==> config.mk <==
export PLATFORM = sky130hd
export DESIGN_NAME = vga_sram_arbiter
export DESIGN_NICKNAME = d
export VERILOG_FILES = /design/src/rtl/vga_sram_pkg.sv /design/src/rtl/vga_sram_arbiter_wr_fifo.sv /design/src/rtl/vga_sram_arbiter.sv
export SDC_FILE = /design/constraint.sdc
export NUM_CORES = 1
export LEC_CHECK = 0
export BUFFER_PORTS_ARGS = -buffer_cell sky130_fd_sc_hd__buf_4
export CORE_ASPECT_RATIO = 1.25
export CORE_MARGIN = 1.5
export CORE_UTILIZATION = 51
export DETAILED_ROUTE_END_ITERATION = 8
export PLACE_DENSITY = 0.95
export REMOVE_ABC_BUFFERS = 1
export SYNTH_ARGS = -nofsm -noshare
export SYNTH_HDL_FRONTEND = slang
export SYNTH_SLANG_ARGS = --single-unit
==> constraint.sdc <==
create_clock -name clk -period 4.62 [get_ports clk]
set_clock_uncertainty 0.1 [all_clocks]
set_input_delay 0 -clock clk [delete_from_list [all_inputs] [get_ports clk]]
set_output_delay 0 -clock clk [all_outputs]
set_load 0.02 [all_outputs]
==> src/rtl/vga_sram_pkg.sv <==
// Shared constants and types for the VGA framebuffer SRAM arbiter.
package vga_sram_pkg;

  localparam int ADDR_W = 20;
  localparam int DATA_W = 16;
  localparam int RD_LAT = 3;

  typedef enum logic [1:0] {
    IDLE  = 2'd0,
    READ  = 2'd1,
    WRITE = 2'd2,
    TURN  = 2'd3
  } bus_state_t;

  // RGB565 pixel layout
  localparam int RGB_R_HI = 15;
  localparam int RGB_R_LO = 11;
  localparam int RGB_G_HI = 10;
  localparam int RGB_G_LO = 5;
  localparam int RGB_B_HI = 4;
  localparam int RGB_B_LO = 0;

  function automatic logic [15:0] rgb565_pack(input logic [4:0] r, input logic [5:0] g,
                                               input logic [4:0] b);
    return {r, g, b};
  endfunction

endpackage

==> src/rtl/vga_sram_arbiter_wr_fifo.sv <==
// Small synchronous write buffer used when SRAM_WR_BUFFER_EN is defined.
module sram_wr_fifo #(
  parameter int WIDTH = 36,
  parameter int DEPTH = 4
) (
  input  logic             clk,
  input  logic             rst,
  input  logic             push,
  input  logic [WIDTH-1:0] push_data,
  input  logic             pop,
  output logic [WIDTH-1:0] pop_data,
  output logic             full,
  output logic             empty
);

  localparam int PTR_W = $clog2(DEPTH);

  logic [WIDTH-1:0] mem [DEPTH];
  logic [PTR_W-1:0] wr_ptr;
  logic [PTR_W-1:0] rd_ptr;
  logic [PTR_W:0]   count;
  logic             do_push;
  logic             do_pop;

  assign full     = (count == (PTR_W+1)'(DEPTH));
  assign empty    = (count == '0);
  assign do_push  = push && !full;
  assign do_pop   = pop && !empty;
  assign pop_data = mem[rd_ptr];

  always_ff @(posedge clk) begin
    if (do_push) mem[wr_ptr] <= push_data;
  end

  always_ff @(posedge clk) begin
    if (rst) begin
      wr_ptr <= '0;
      rd_ptr <= '0;
      count  <= '0;
    end else begin
      if (do_push) wr_ptr <= wr_ptr + 1'b1;
      if (do_pop)  rd_ptr <= rd_ptr + 1'b1;
      case ({do_push, do_pop})
        2'b10:   count <= count + 1'b1;
        2'b01:   count <= count - 1'b1;
        default: count <= count;
      endcase
    end
  end

endmodule

==> src/rtl/vga_sram_arbiter.sv <==
// Display-priority arbiter for a shared async SRAM framebuffer.
// Optional 4-deep writer FIFO enabled by defining SRAM_WR_BUFFER_EN.
//
// state | meaning
// IDLE  | bus parked, all strobes high
// READ  | display fetch on the bus, SRAM drives dq
// WRITE | writer word on the bus, arbiter drives dq
// TURN  | dead cycle after WRITE so dq has a single driver
module vga_sram_arbiter #(
  parameter int ADDR_W = vga_sram_pkg::ADDR_W,
  parameter int DATA_W = vga_sram_pkg::DATA_W
) (
  input  logic              clk,
  input  logic              rst,
  input  logic              disp_req,
  input  logic [ADDR_W-1:0] disp_addr,
  output logic              disp_rvalid,
  output logic [DATA_W-1:0] disp_rdata,
  input  logic              wr_valid,
  output logic              wr_ready,
  input  logic [ADDR_W-1:0] wr_addr,
  input  logic [DATA_W-1:0] wr_data,
  output logic [ADDR_W-1:0] sram_addr,
  output logic [DATA_W-1:0] sram_dq_out,
  output logic              sram_dq_oe,
  input  logic [DATA_W-1:0] sram_dq_in,
  output logic              sram_ce_n,
  output logic              sram_oe_n,
  output logic              sram_we_n
);

  import vga_sram_pkg::*;

  bus_state_t        state;
  logic              d1_v;
  logic              d2_v;
  logic [ADDR_W-1:0] d1_a;
  logic              wr_pending;
  logic              wr_issue;
  logic [ADDR_W-1:0] wr_head_addr;
  logic [DATA_W-1:0] wr_head_data;

  // d1 holds the read for the slot being scheduled; d2 marks the slot on the bus now
  always_ff @(posedge clk) begin
    if (rst) begin
      d1_v <= 1'b0;
      d1_a <= '0;
      d2_v <= 1'b0;
    end else begin
      d1_v <= disp_req;
      d1_a <= disp_addr;
      d2_v <= d1_v;
    end
  end

  // A write needs this slot and the next free of reads, and must not follow a READ
  assign wr_issue = !rst && wr_pending && !d1_v && !disp_req &&
                    (state == IDLE || state == TURN);

`ifdef SRAM_WR_BUFFER_EN
  localparam int FIFO_W = ADDR_W + DATA_W;

  logic              fifo_full;
  logic              fifo_empty;
  logic              ready_en;
  logic [FIFO_W-1:0] fifo_head;

  sram_wr_fifo #(
    .WIDTH(FIFO_W),
    .DEPTH(4)
  ) u_wr_fifo (
    .clk      (clk),
    .rst      (rst),
    .push     (wr_valid && wr_ready),
    .push_data({wr_addr, wr_data}),
    .pop      (wr_issue),
    .pop_data (fifo_head),
    .full     (fifo_full),
    .empty    (fifo_empty)
  );

  always_ff @(posedge clk) begin
    if (rst) ready_en <= 1'b0;
    else     ready_en <= 1'b1;
  end

  assign wr_ready                     = ready_en && !fifo_full;
  assign wr_pending                   = !fifo_empty;
  assign {wr_head_addr, wr_head_data} = fifo_head;
`else
  logic wr_ready_q;

  // ready is asserted exactly in the WRITE cycle that consumes the held word
  always_ff @(posedge clk) begin
    if (rst) wr_ready_q <= 1'b0;
    else     wr_ready_q <= wr_issue;
  end

  assign wr_ready     = wr_ready_q;
  assign wr_pending   = wr_valid;
  assign wr_head_addr = wr_addr;
  assign wr_head_data = wr_data;
`endif

  always_ff @(posedge clk) begin
    if (rst) begin
      state       <= IDLE;
      sram_ce_n   <= 1'b1;
      sram_oe_n   <= 1'b1;
      sram_we_n   <= 1'b1;
      sram_dq_oe  <= 1'b0;
      sram_addr   <= '0;
      sram_dq_out <= '0;
    end else if (d1_v) begin
      state      <= READ;
      sram_ce_n  <= 1'b0;
      sram_oe_n  <= 1'b0;
      sram_we_n  <= 1'b1;
      sram_dq_oe <= 1'b0;
      sram_addr  <= d1_a;
    end else if (state == WRITE) begin
      state      <= TURN;
      sram_ce_n  <= 1'b1;
      sram_oe_n  <= 1'b1;
      sram_we_n  <= 1'b1;
      sram_dq_oe <= 1'b0;
    end else if (wr_issue) begin
      state       <= WRITE;
      sram_ce_n   <= 1'b0;
      sram_oe_n   <= 1'b1;
      sram_we_n   <= 1'b0;
      sram_dq_oe  <= 1'b1;
      sram_addr   <= wr_head_addr;
      sram_dq_out <= wr_head_data;
    end else begin
      state      <= IDLE;
      sram_ce_n  <= 1'b1;
      sram_oe_n  <= 1'b1;
      sram_we_n  <= 1'b1;
      sram_dq_oe <= 1'b0;
    end
  end

  always_ff @(posedge clk) begin
    if (rst) begin
      disp_rvalid <= 1'b0;
      disp_rdata  <= '0;
    end else begin
      disp_rvalid <= d2_v;
      if (d2_v) disp_rdata <= sram_dq_in;
    end
  end

endmodule

## Yosys cells after proc, flatten, opt, wreduce, memory -nomap -nowiden

Cells that the tools add are included.

- Register bits after elaboration: 82
- Memories kept: 0
- Latch bits: 0
- Output and inout bits: 58
- ROM bits: 0
- Bits of input ports: 76
- Bits in writable memories: 0

- Reductions and logical operators: 14
- Add/subtract/negate cells: 0
- Shift-type cells: 0
- Divide/modulo/power cells: 0
- $mul: 0
- Equal/unequal tests: 3
- Bitwise gates (word level): 2
- Order comparisons: 0
- Mux-type cells: 11

Operator list:

| operator | number |
|---|---|
| $mux W20 | 3 |
| $mux W1 | 6 |
| $eq A2 B2 Y1 const B | 2 |
| $logic_and A1 B1 Y1 | 4 |
| $mux W2 | 2 |
| $logic_not A1 Y1 | 3 |
| $reduce_and A3 Y1 | 1 |
| $reduce_or A3 Y1 | 1 |
| $logic_not A2 Y1 | 1 |
| $ne A2 B2 Y1 const B | 1 |
| $not A1 Y1 | 2 |
| $reduce_and A2 Y1 | 1 |
| $reduce_bool A2 Y1 | 1 |
| $reduce_or A2 Y1 | 1 |
| $logic_or A1 B1 Y1 | 1 |

## Depth between registers and ports, before layout

Gate-level depths: netlist (run 1).

- Depth after elaboration: 8
- Depth in mapped cells: 7

## Least setup slack after synthesis (run 1)

Ideal clock, no wire load.

- Path kind: register to register
- Start: reg state[0]
- End: reg sram_dq_out[10]
- Arrival time: 1.443 ns
- Setup slack: 2.960 ns
- Cell stages (with the launch flop): 8
- Required time: 4.404 ns
- Path buffers: 2
- Setup time: 0.116 ns
- Cells stage by stage: dfxtp_1 > inv_1 > ha_1 > and4bb_1 > buf_6 > buf_6 > and3_1 > a31o_2

- Cells in the longest elaborated chain, start to end: 4

RTL lines:

| what | RTL line | text |
|---|---|---|
| start: declaration | vga_sram_arbiter.sv:34 | `bus_state_t state;` |
| start signal: assignment | vga_sram_arbiter.sv:107 | `state <= IDLE;` |
| start signal: assignment | vga_sram_arbiter.sv:115 | `state <= READ;` |
| start signal: assignment | vga_sram_arbiter.sv:122 | `state <= TURN;` |
| $eq A2 B2 Y1 or $logic_not A2 Y1 (tied branches) | vga_sram_arbiter.sv:58 | `(state == IDLE \|\| state == TURN);` |
| $logic_or A1 B1 Y1 | vga_sram_arbiter.sv:58 |  |
| $logic_and A1 B1 Y1 | vga_sram_arbiter.sv:57 | `assign wr_issue = !rst && wr_pending && !d1_v && !disp_req &&` |
| $reduce_and A3 Y1 (no source line) * | n/a |  |
| end signal: assignment | vga_sram_arbiter.sv:134 | `sram_dq_out <= wr_head_data;` |
| end: declaration | vga_sram_arbiter.sv:24 | `output logic [DATA_W-1:0] sram_dq_out,` |

Every way passes the cells marked *; elsewhere a longest branch is shown, timed or not.
A chain may end at the register's enable or synchronous reset.

## Worst setup path in the final report (run 1)

- Start: reg state[0]
- End: reg sram_dq_out[9]

Same word-level chain as after synthesis.

==> impl_results.md, run 1 <==
* Share of cells above drive strength 1 at between 40% and 50%
* Pre-CTS setup slack at around 2300 ps
* CTS tree: built
* Setup tns final at 0 ps
* Largest net degree at the start of global routing at 63
* Worst path max stage delay at 850 ps
* Share of the synthesized area in the top cell type at between 50% and 60%
* Post-CTS sizing at 0
* Worst r2r path cells at 5
* Number of cells produced by synthesis at between 200 and 300
* Clk slew on worst S/H paths at approximately 80 ps
* WP data required at 4750 ps
* Final #Nets at approximately 560
* HPWL Detailed at approximately 4.8 mm
* Fmax at ~0.42 GHz
* Initial DRT Pass Iterations at 4
* Post-synth EDFFs at 0
* Hold Crit Depth at 3
* Final period util at between 50% and 60%
* Synth Area per Inst at ~11 um2
* Max clock buf depth at 2
* CORE AREA at 5860 um2
* Hold Path Class: primary input to register
* CP endpoint kind: register
* Total gr overflow at 0
* Drt via density at 5.16
* I/O Buffers at about 130
* CP cell instances: inv_1 > ha_1 > and4bb_2 > nand2_4 > a31o_2
* Vias in the first global route at roughly 3.1k
* Die W at between 70 and 80 um
* Biggest area consumer among synthesized cells: dfxtp_1
* Num rows at 31
* Synthesis-stage register bit count at 82
* Final worst path period need at about 2400 ps
* DRT iter0 DRCs at between 150 and 200
* Die ar. at 6600 um2
* GPL Wtd Cong at ~0.74
* Worst Setup Slack, final at ~2300 ps
* Vias at roughly 2.9k
* Fin. Hold Viols at 0
* Clock sink count at 82
* Max-Cap Viols at 0
* First-pass GRT wire length at 14.5 mm
* Max VDD drop at a little over 0.3 mV
* I/O Pins at roughly 130
* Critical-path top delay cell: and4bb_2
* Worst-skew pair later-pin latency at around 340 ps
* Max FO, Critical Path at 38
* Post-route DRC at 0
* Startpoint types: register
* Synth top area cells: dfxtp_1 53%, a2111oi_2 8.7%, mux2i_1 5.1%
* Sequential fraction of the synthesis area at 52.6%
* Critical path class: register to register
* Initial antenna violation count at 0
* Area grow syn2layout at 60.7%
* Drt wl/cell at 16.1 um
* TritonCTS Buffers at 9
* DRT antenna net count at 0
* Leak at 0.00223 uW
* Final WL at around 9 mm
* RSZ-0062 raised after global routing: no
* Final setup fails at 0
* Async SR Flop Fraction at 0%
* Max transition margin at roughly 34%
* Post-synth top flop: dfxtp_1
* Worst Tran Pin Value at 985 ps
* Antenna Cells at 0
* Power per standard cell area at 329 nW/um2
* Initial core utilization at 53.3%
* Final slew viol count at 0
* Synthesis Warnings at 0
* CTS root buf: clkbuf_8
* Worst Path Arrival at approximately 2500 ps
* Post-Syn Area at around 3100 um2
* Netlist cell types at 29
* Outcome: finished, final reports clean
* All-Layer GR Usage at between 20% and 30%
* Die Ht at about 90 um
* Clock H-tree levels at 3
-- placed cells by master, fill, tap and decap left out, types with 2 or more instances in the layout --
cell type,instances
a31o_1,2
nor3_2,10
a2111oi_2,18
dfxtp_1,81
nor2_1,19
a31o_2,14
bufinv_16,2
mux2i_1,16
nor3_1,31
dlygate4sd3_1,72
nor2b_1,21
buf_4,134
clkinv_2,2
a2111oi_1,2
clkbuf_8,10
and3_1,16
inv_1,24
-- final timing paths --
check | startpoint | end | slack (ps)
worst min register to register | d1_a[19] | sram_addr[19] | 360
worst max register to register | state[0] | sram_dq_out[9] | 2250
worst min-delay path | wr_addr[19] | sram_addr[19] | 7
worst max-delay path | state[0] | sram_dq_out[9] | 2250
-- cells by family after synthesis --
| group | Yosys count | synth area share, % |
|---|---|---|
| adder cells (fa/ha/maj) | 1 | 0.401 |
| multiplexers | 16 | 5.13 |
| flip-flops | 82 | 52.6 |
| AO/OA/AOI/OAI | 38 | 14.2 |
| buffers and inverters | 50 | 7.94 |
| AND/OR/NAND/NOR | 103 | 19.8 |
-- cells in the mapped netlist (3+ instances only) --
master,instances
buf_2,10
mux2i_1,16
and3_1,16
nor2_1,19
clkbuf_1,7
buf_6,3
nor3_1,31
a31o_2,14
dfxtp_1,82
inv_1,24
a2111oi_2,18
nor3_2,10
nor2b_1,21
-- what timing repair did --
action | in CTS | in global routing
hold buffers | 72 | 0
setup buffers | 0 | 0
hold endpoints to repair | 73 | 0
-- stage by stage --
| step | instance area [um2] | instances | hold slack, ps | util, % | total power (uW) |
|---|---|---|---|---|---|
| after global routing | 5020 | 569 | 14.6 | 85.6 | 1710 |
| after global placement | 4080 | 481 | 110 | 69.6 | 1030 |
| after CTS | 5020 | 569 | 0.625 | 85.6 | 1640 |
| after floorplan | 2970 | 265 | -31.1 | - | 915 |
| after detailed placement | 4080 | 481 | 114 | 69.6 | 1040 |
| final | 5020 | 569 | 6.64 | 85.6 | 1650 |
-- flip-flops by register name, summed over array words and instances (netlist names), 2 cells and up --
name,count
disp_rdata,16
state,2
sram_dq_out,16
d1_a,20
sram_addr,20
-- metal layers --
layer | GRT usage (%) | vias up | share of wire [%]
met5 | 0 | - | 0
met4 | 11.3 | 0 | 2.4
met3 | 6.47 | 19 | 4.2
met2 | 53.8 | 110 | 57
met1 | 30.0 | 1412 | 36
li1 | - | 1396 | -
-- power breakdown --
part           internal, uW  switching [uW]
logic                   165             142
registers               748            29.1
clock network           318             250
-- cell type report --
type	instances	area, um2
fillers	315	841
repair buffers	206	1730
well taps	82	103
clock buffers	11	141
inverters	25	93.8
flip-flops and latches	82	1640
multi-input cells	158	1230
clock inverters	5	77.6
-- worst max-delay path, delay by kind of cell (launching register included) --
kind / cells / cell delay, ps
adder cells (fa/ha/maj): 1 / 330
buffers and inverters: 1 / 40
AO/OA/AOI/OAI: 1 / 330
flip-flops: 1 / 320
AND/OR/NAND/NOR: 2 / 1120
Power figures use the tool's default switching activity.
==> run 2: changes to the inputs <==
Settings changed: ABC_AREA set to 1, CORE_UTILIZATION 51 to 42, PLACE_DENSITY 0.95 to 0.87.
Clock period 4.62 ns to 2 ns, I/O delays scaled along.
==> run 2 against run 1 <==
Effect of this change:
- area after synthesis decreased by 1.6%
- sequential share of layout area decreased by 1.9 points
- hold slack improved by 320 ps
- highest routed layer unchanged
- first-iteration DRC count increased by 3.2%
- non-clock buffer count increased by 32
- via count increased by 19%
- largest power group unchanged
- clock-buffer cell count decreased by 1
==> impl_results.md, run 2 <==
* Area grow syn2layout at 73.5%
* Power per standard cell area at 724 nW/um2 (+120%)
* Final WL at 9.85 mm (+7.4%)
* DRT iter0 DRCs at 163 (+3.2%)
* Vias at 3482 (+19%)
* Worst-skew pair later-pin latency at 350 ps (about the same)
* Fmax at 0.604 GHz (+43%)
* Hold Path Class: primary input to register
* Async SR Flop Fraction at 0% (unchanged)
* I/O Pins at 134 (unchanged)
* Final period util at 82.7% (+32 points)
* CORE AREA at 7020 um2 (+20%)
* Final slew viol count at 0 (unchanged)
* Largest net degree at the start of global routing at 36 (-43%)
* Crit path from: state[0]
* Outcome: finished, final reports clean
* Top flop regs: d1_a x20, sram_addr x20
* Die Ht at 98.6 um (+9.0%)
* Critical R2R Launch: state[0]
* Clock H-tree levels at 3 (unchanged)
* Synth top area cells: dfxtp_1 53%, nor2_1 16%, nand2_1 11%
* Filler cells at 467 (+48%)
* Share of the synthesized area in the top cell type at 53.4% (+0.84 points)
* Commonest non-fill, non-tap cell in the layout: buf_4
* Worst Path Arrival at 1780 ps (-710 ps)
* Max FO, Critical Path at 35 (-7.9%)
* Num rows at 34 (+9.7%)
* Share of cells above drive strength 1 at 24.5% (-16 points)
* Post-CTS Setup Inserts at 0 (unchanged)
* Initial core utilization at 43.8% (-9.5 points)
* All-Layer GR Usage at 25.6% (-3.2 points)
* Most frequent cells after synthesis: 127 x nor2_1, 86 x nand2_1, 82 x dfxtp_1
* Clk slew on worst S/H paths at 90 ps (about the same)
* Netlist cell types at 18 (-38%)
* Post-synth EDFFs at 0 (unchanged)
* Initial antenna violation count at 0 (unchanged)
* Finished layout cell area at 5330 um2 (+6.2%)
* Vias in the first global route at 3685 (+17%)
* Fin. Hold Viols at 0 (unchanged)
* Number of cells produced by synthesis at 426 (+47%)
* DRT antenna net count at 0 (unchanged)
* HPWL Detailed at 5.51 mm (+16%)
* Drt via density at 4.66 (-9.7%)
* Post-Syn Area at 3070 um2 (-1.6%)
* Sequential fraction of the synthesis area at 53.4% (+0.84 points)
* First-pass GRT wire length at 15.7 mm (+8.3%)
* Final setup fails at 0 (unchanged)
* GPL Wtd Cong at 0.738 (+0.24%)
* Max-Cap Viols at 0 (unchanged)
* Antenna Cells at 0 (unchanged)
* R2R Setup Slk at 350 ps (-1910 ps)
* Leak at 0.00275 uW (+23%)
* Max clock buf depth at 2 (unchanged)
* Max VDD drop at 0.499 mV (+60%)
* RSZ-0062 raised after global routing: no
* Initial DRT Pass Iterations at 4 (unchanged)
* Post-route DRC at 0 (unchanged)
* Worst setup path endpoint: sram_dq_out[2]
* Die ar. at 7840 um2 (+19%)
* Biggest area consumer among synthesized cells: dfxtp_1
* Worst Setup Slack, final at 345 ps (-1910 ps)
* WP data required at 2130 ps (-2620 ps)
* Reg area at 1640 um2 (about the same)
* Most numerous cell in the Yosys netlist: nor2_1
* Area occupied by multi-input gates at 1110 um2 (-9.8%)
* Synthesis Warnings at 0 (unchanged)
* Total gr overflow at 0 (unchanged)
* Clock sink count at 82 (unchanged)
* CTS tree: built
* I/O Buffers at 133 (unchanged)
* Pre-CTS setup slack at 405 ps (-1890 ps)
* Worst r2r path cells at 8 (+3)
* Most frequent cells in the layout: 140 x buf_4, 127 x nor2_1, 96 x dlygate4sd3_1
* Synthesis-stage register bit count at 82 (unchanged)
* Cell Area, Placed at 4150 um2 (+1.8%)
* Final worst path period need at 1650 ps (-712 ps)
* RR Endpoint: sram_dq_out[2]
* Max transition margin at 68.3% (+34 points)
* Startpoint types: register
* Post-synth top flop: dfxtp_1
* Drt wl/cell at 13.2 um (-18%)
* CP endpoint kind: register
* Worst Tran Pin Value at 473 ps (-512 ps)
* Synth Area per Inst at 7.21 um2 (-33%)
* Final #Nets at 729 (+30%)
* Setup tns final at 0 ps (unchanged)
* Critical path class: register to register
* Die W at 79.5 um (+8.9%)
* TritonCTS Buffers at 9 (unchanged)
* CTS root buf: clkbuf_8
[run 2: layout make-up]
class                   instances  share of cell area, %
clock inverters                 6                   1.71
inverters                      50                   3.62
repair buffers                238                   38.5
well taps                      90                   2.11
clock buffers                  10                   2.39
multi-input cells             271                   20.9
flip-flops and latches         82                   30.8
[run 2: how the worst min path moves through the flow]
stage | to | startpoint | slack (ps) | cells past startpoint
after floorplan | state[0] | rst | -30 | 1
after global placement | d1_a[19] | disp_addr[19] | 100 | 3
after detailed placement | d1_a[19] | disp_addr[19] | 110 | 3
after CTS | disp_rdata[7] | sram_dq_in[7] | 300 | 4
after global routing | sram_dq_out[3] | wr_data[3] | 340 | 4
final | disp_rdata[2] | sram_dq_in[2] | 330 | 4
[run 2: per-layer routing]
layer / share of wire, % / vias up / GRT usage (%)
li1: - / 1723 / -
met1: 37 / 1600 / 24.1
met2: 55 / 133 / 49.5
met3: 5.5 / 26 / 7.13
met4: 2.6 / 0 / 12.0
met5: 0 / - / 0
[run 2: per-stage QoR]
stage | total power (uW) | instances | util [%] | hold slack (ps)
after floorplan | 2100 | 403 | - | -30.9
after detailed placement | 2420 | 635 | 59.1 | 110
after global routing | 4020 | 747 | 75.9 | 336
after CTS | 3850 | 747 | 75.9 | 301
after global placement | 2400 | 635 | 59.1 | 102
final | 3860 | 747 | 75.9 | 331
[run 2: logic make-up (layout without fill, tap and decap cells)]
family / after synthesis / after routing / synth area share [%]
buffers and inverters: 73 / 304 / 10.4
adders and majority gates: 1 / 1 / 0.407
DFF: 82 / 82 / 53.4
and+or+nand+nor: 237 / 237 / 30.4
AOI/OAI and AO/OA: 33 / 33 / 5.38
[run 2: power breakdown]
part	switching (uW)	internal (uW)	total, uW
logic	367	402	769
clock network	603	705	1310
registers	48.1	1730	1780
total	1020	2840	3860
[run 2: critical path, stage by stage (launching register included)]
cell and delay, ps:
dfxtp_1 310, inv_1 40, ha_1 260, nand2_1 50
inv_1 90, nand4_2 160, buf_12 220, o21ai_0 220
nor2_1 80
[run 2: repair_timing]
action | in CTS | in global routing
resized for setup | 0 | 0
endpoints found under the hold margin | 78 | 0
setup endpoints to repair | 0 | 0
hold buffers | 96 | 0
==> run 3: changes to the inputs <==
Settings changed: ABC_AREA 1 to 0, CORE_UTILIZATION 42 to 47, PLACE_DENSITY 0.87 to 0.91.
Clock period 2 ns to 1.7 ns, I/O delays scaled along.
==> run 3 against run 2 <==
Effect of this change:
- power grew 20%
- highest routed layer unchanged
- hold slack got worse by 310 ps
- critical path type unchanged
- the run now ends with negative setup slack left
- critical endpoint unchanged
- sequential cell count stayed put
==> impl_results.md, run 3 (same netlist as run 1, synthesis figures left out) <==
* DRT antenna net count at 0 (unchanged)
* Post-route DRC at 0 (unchanged)
* Share of cells above drive strength 1 at 43.6% (+19 points)
* Num rows at 33 (-2.9%)
* NetSw at 1270 uW (+25%)
* Startpoint types: register
* Detail Route met3 WL at 542 um (unchanged)
* Clock share of power at 31.5% (-2.4 points)
* Vias in the first global route at 3256 (-12%)
* All-Layer GR Usage at 29.4% (+3.8 points)
* Max clock buf depth at 2 (unchanged)
* Top delay family on crit path: simple AND/OR/NAND/NOR gates
* Final setup fails at 16 (+16)
* TritonCTS Buffers at 9 (unchanged)
* Final WL at 12.0 mm (+22%)
* HPWL Detailed at 5.16 mm (-6.3%)
* Switching share of power at 27.4% (+1.0 points)
* Drt wl/cell at 19.4 um (+47%)
* Max VDD drop at 0.625 mV (+25%)
* Initial DRT Pass Iterations at 4 (unchanged)
* Power per standard cell area at 803 nW/um2 (+11%)
* CORE AREA at 6480 um2 (-7.6%)
* Failing checks: negative setup slack
* Most frequent cells in the layout: 139 x buf_4, 95 x dlygate4sd3_1, 80 x dfxtp_1
* Highest metal used: met4
* I/O Buffers at 133 (unchanged)
* Max-Cap Viols at 0 (unchanged)
* Final worst path period need at 1770 ps (+112 ps)
* CTS root buf: clkbuf_8
* PnR Total Power at 4650 uW (+20%)
* Drt via density at 5.26 (+13%)
* Clk slew on worst S/H paths at 80 ps (about the same)
* Clock sink count at 82 (unchanged)
* Filler cells at 273 (-42%)
* WP data required at 1890 ps (-240 ps)
* Top flop regs: d1_a x20, sram_addr x20
* Worst Tran Pin Value at 786 ps (+313 ps)
* Die W at 75.9 um (-4.5%)
* I/O Pins at 134 (unchanged)
* Met2 routed WL at 6.73 mm (+24%)
* Max FO, Critical Path at 8 (-77%)
* Vias at 3247 (-6.7%)
* Worst-skew pair later-pin latency at 340 ps (about the same)
* DRT iter0 DRCs at 162 (-0.61%)
* Max transition margin at 47.3% (-21 points)
* Fin. Hold Viols at 0 (unchanged)
* Worst Path Arrival at 1960 ps (+180 ps)
* Clock H-tree levels at 3 (unchanged)
* Buffers & Inverters on Critical Path at 3 (unchanged)
* Largest net degree at the start of global routing at 43 (+19%)
* Total gr overflow at 0 (unchanged)
* Critical-path top delay cell: and4bb_4
* Critical path class: register to register
* Fmax at 0.566 GHz (-6.4%)
* Antenna Cells at 0 (unchanged)
* Die ar. at 7140 um2 (-8.9%)
* Int Pwr at 3370 uW (+19%)
* Commonest non-fill, non-tap cell in the layout: buf_4
* RSZ-0062 raised after global routing: yes
* GPL Wtd Cong at 0.745 (+0.89%)
* Leak at 0.00256 uW (-6.8%)
* Hold Path Class: primary input to register
* Die Ht at 94.1 um (-4.6%)
* Final period util at 104% (+21 points)
* Initial core utilization at 48.1% (+4.4 points)
* Hold slack at 21.2 ps (-310 ps)
* Initial antenna violation count at 0 (unchanged)
* CP endpoint kind: register
* Worst Setup Slack, final at -66.9 ps (-412 ps)
* Final #Nets at 602 (-17%)
* Gate power share at 23.0% (+3.1 points)
* First-pass GRT wire length at 15.3 mm (-2.5%)
* Final slew viol count at 0 (unchanged)
* Worst path max stage delay at 360 ps (+50 ps)
* CP cell instances: inv_2 > ha_4 > and4bb_4 > buf_12 > buf_6 > and3_4 > a31o_4
* Met1 wire length at 4.23 mm (+16%)
* Area grow syn2layout at 85.4%
* CTS tree: built
* Outcome: complete, but fails checks
* Sequential share of power at 45.4% (-0.7 points)
## run 3: changes by cell type in the layout (fill, tap and decap cells not counted), sizes merged, moves of 20 or more
cell / change
nand2: -82
nor2b: +21
nor2: -107
o21ai: -31
inv: -25
a2111oi: +20
nor3: +41
nand3: -22
## run 3: power by group through the flow
stage / Combinational, uW / Sequential, uW / Clock (uW)
after detailed placement: 732 / 2130 / 0
final: 1070 / 2110 / 1460
after floorplan: 234 / 2250 / 0
after CTS: 928 / 2090 / 1440
after global placement: 709 / 2130 / 0
after global routing: 1130 / 2120 / 1550
## run 3: final cells by class
cell class	count	area, um2	share of cell area (%)
Clock buffer	12	155	2.68
Clock inverter	4	50.0	0.865
Inverter	25	93.8	1.62
Multi-Input combinational cell	161	1500	25.9
Sequential cell	82	1640	28.4
Tap cell	87	109	1.88
Timing Repair Buffer	246	2230	38.6
## run 3: repair_timing
item / 4_1_cts / 5_1_grt
endpoints found under the setup margin: 33 / 50
endpoints found under the hold margin: 76 / 0
setup buffers: 1 / 4
gates cloned: 1 / 6
hold buffers: 95 / 0
pin swaps: 3 / 37
gates resized for setup: 7 / 37
## run 3: per-layer routing
metal,vias to the layer above,GRT usage [%]
met2,130,57.2
li1,1486,-
met4,0,12.4
met5,-,0
met1,1591,28.8
met3,40,5.36
## run 3: worst paths after layout
path                            slack [ps]        from  cells after the start             end
worst max-delay path                   -70    state[0]                      7  sram_dq_out[2]
worst min-delay path                    20  wr_addr[9]                      3    sram_addr[9]
worst max register to register         -70    state[0]                      7  sram_dq_out[2]
worst min register to register         360    d1_a[15]                      2   sram_addr[15]
## run 3: worst min-delay path, delay by kind of cell
family	cells	cell delay (ps)
AOI/OAI and AO/OA	1	80
buffers and inverters	1	110
and+or+nand+nor	1	220
## run 3: metrics by stage
step / cell area [um2] / TNS [ps] / setup slack [ps] / cells / util (%)
after floorplan: 2970 / -36400 / -999 / 265 / -
after global placement: 4180 / -653 / -38.7 / 494 / 64.5
after detailed placement: 4180 / -2060 / -126 / 494 / 64.5
after CTS: 5420 / 0 / 7.74 / 607 / 83.6
after global routing: 5790 / -1290 / -100 / 617 / 89.3
final: 5790 / -303 / -66.9 / 617 / 89.3
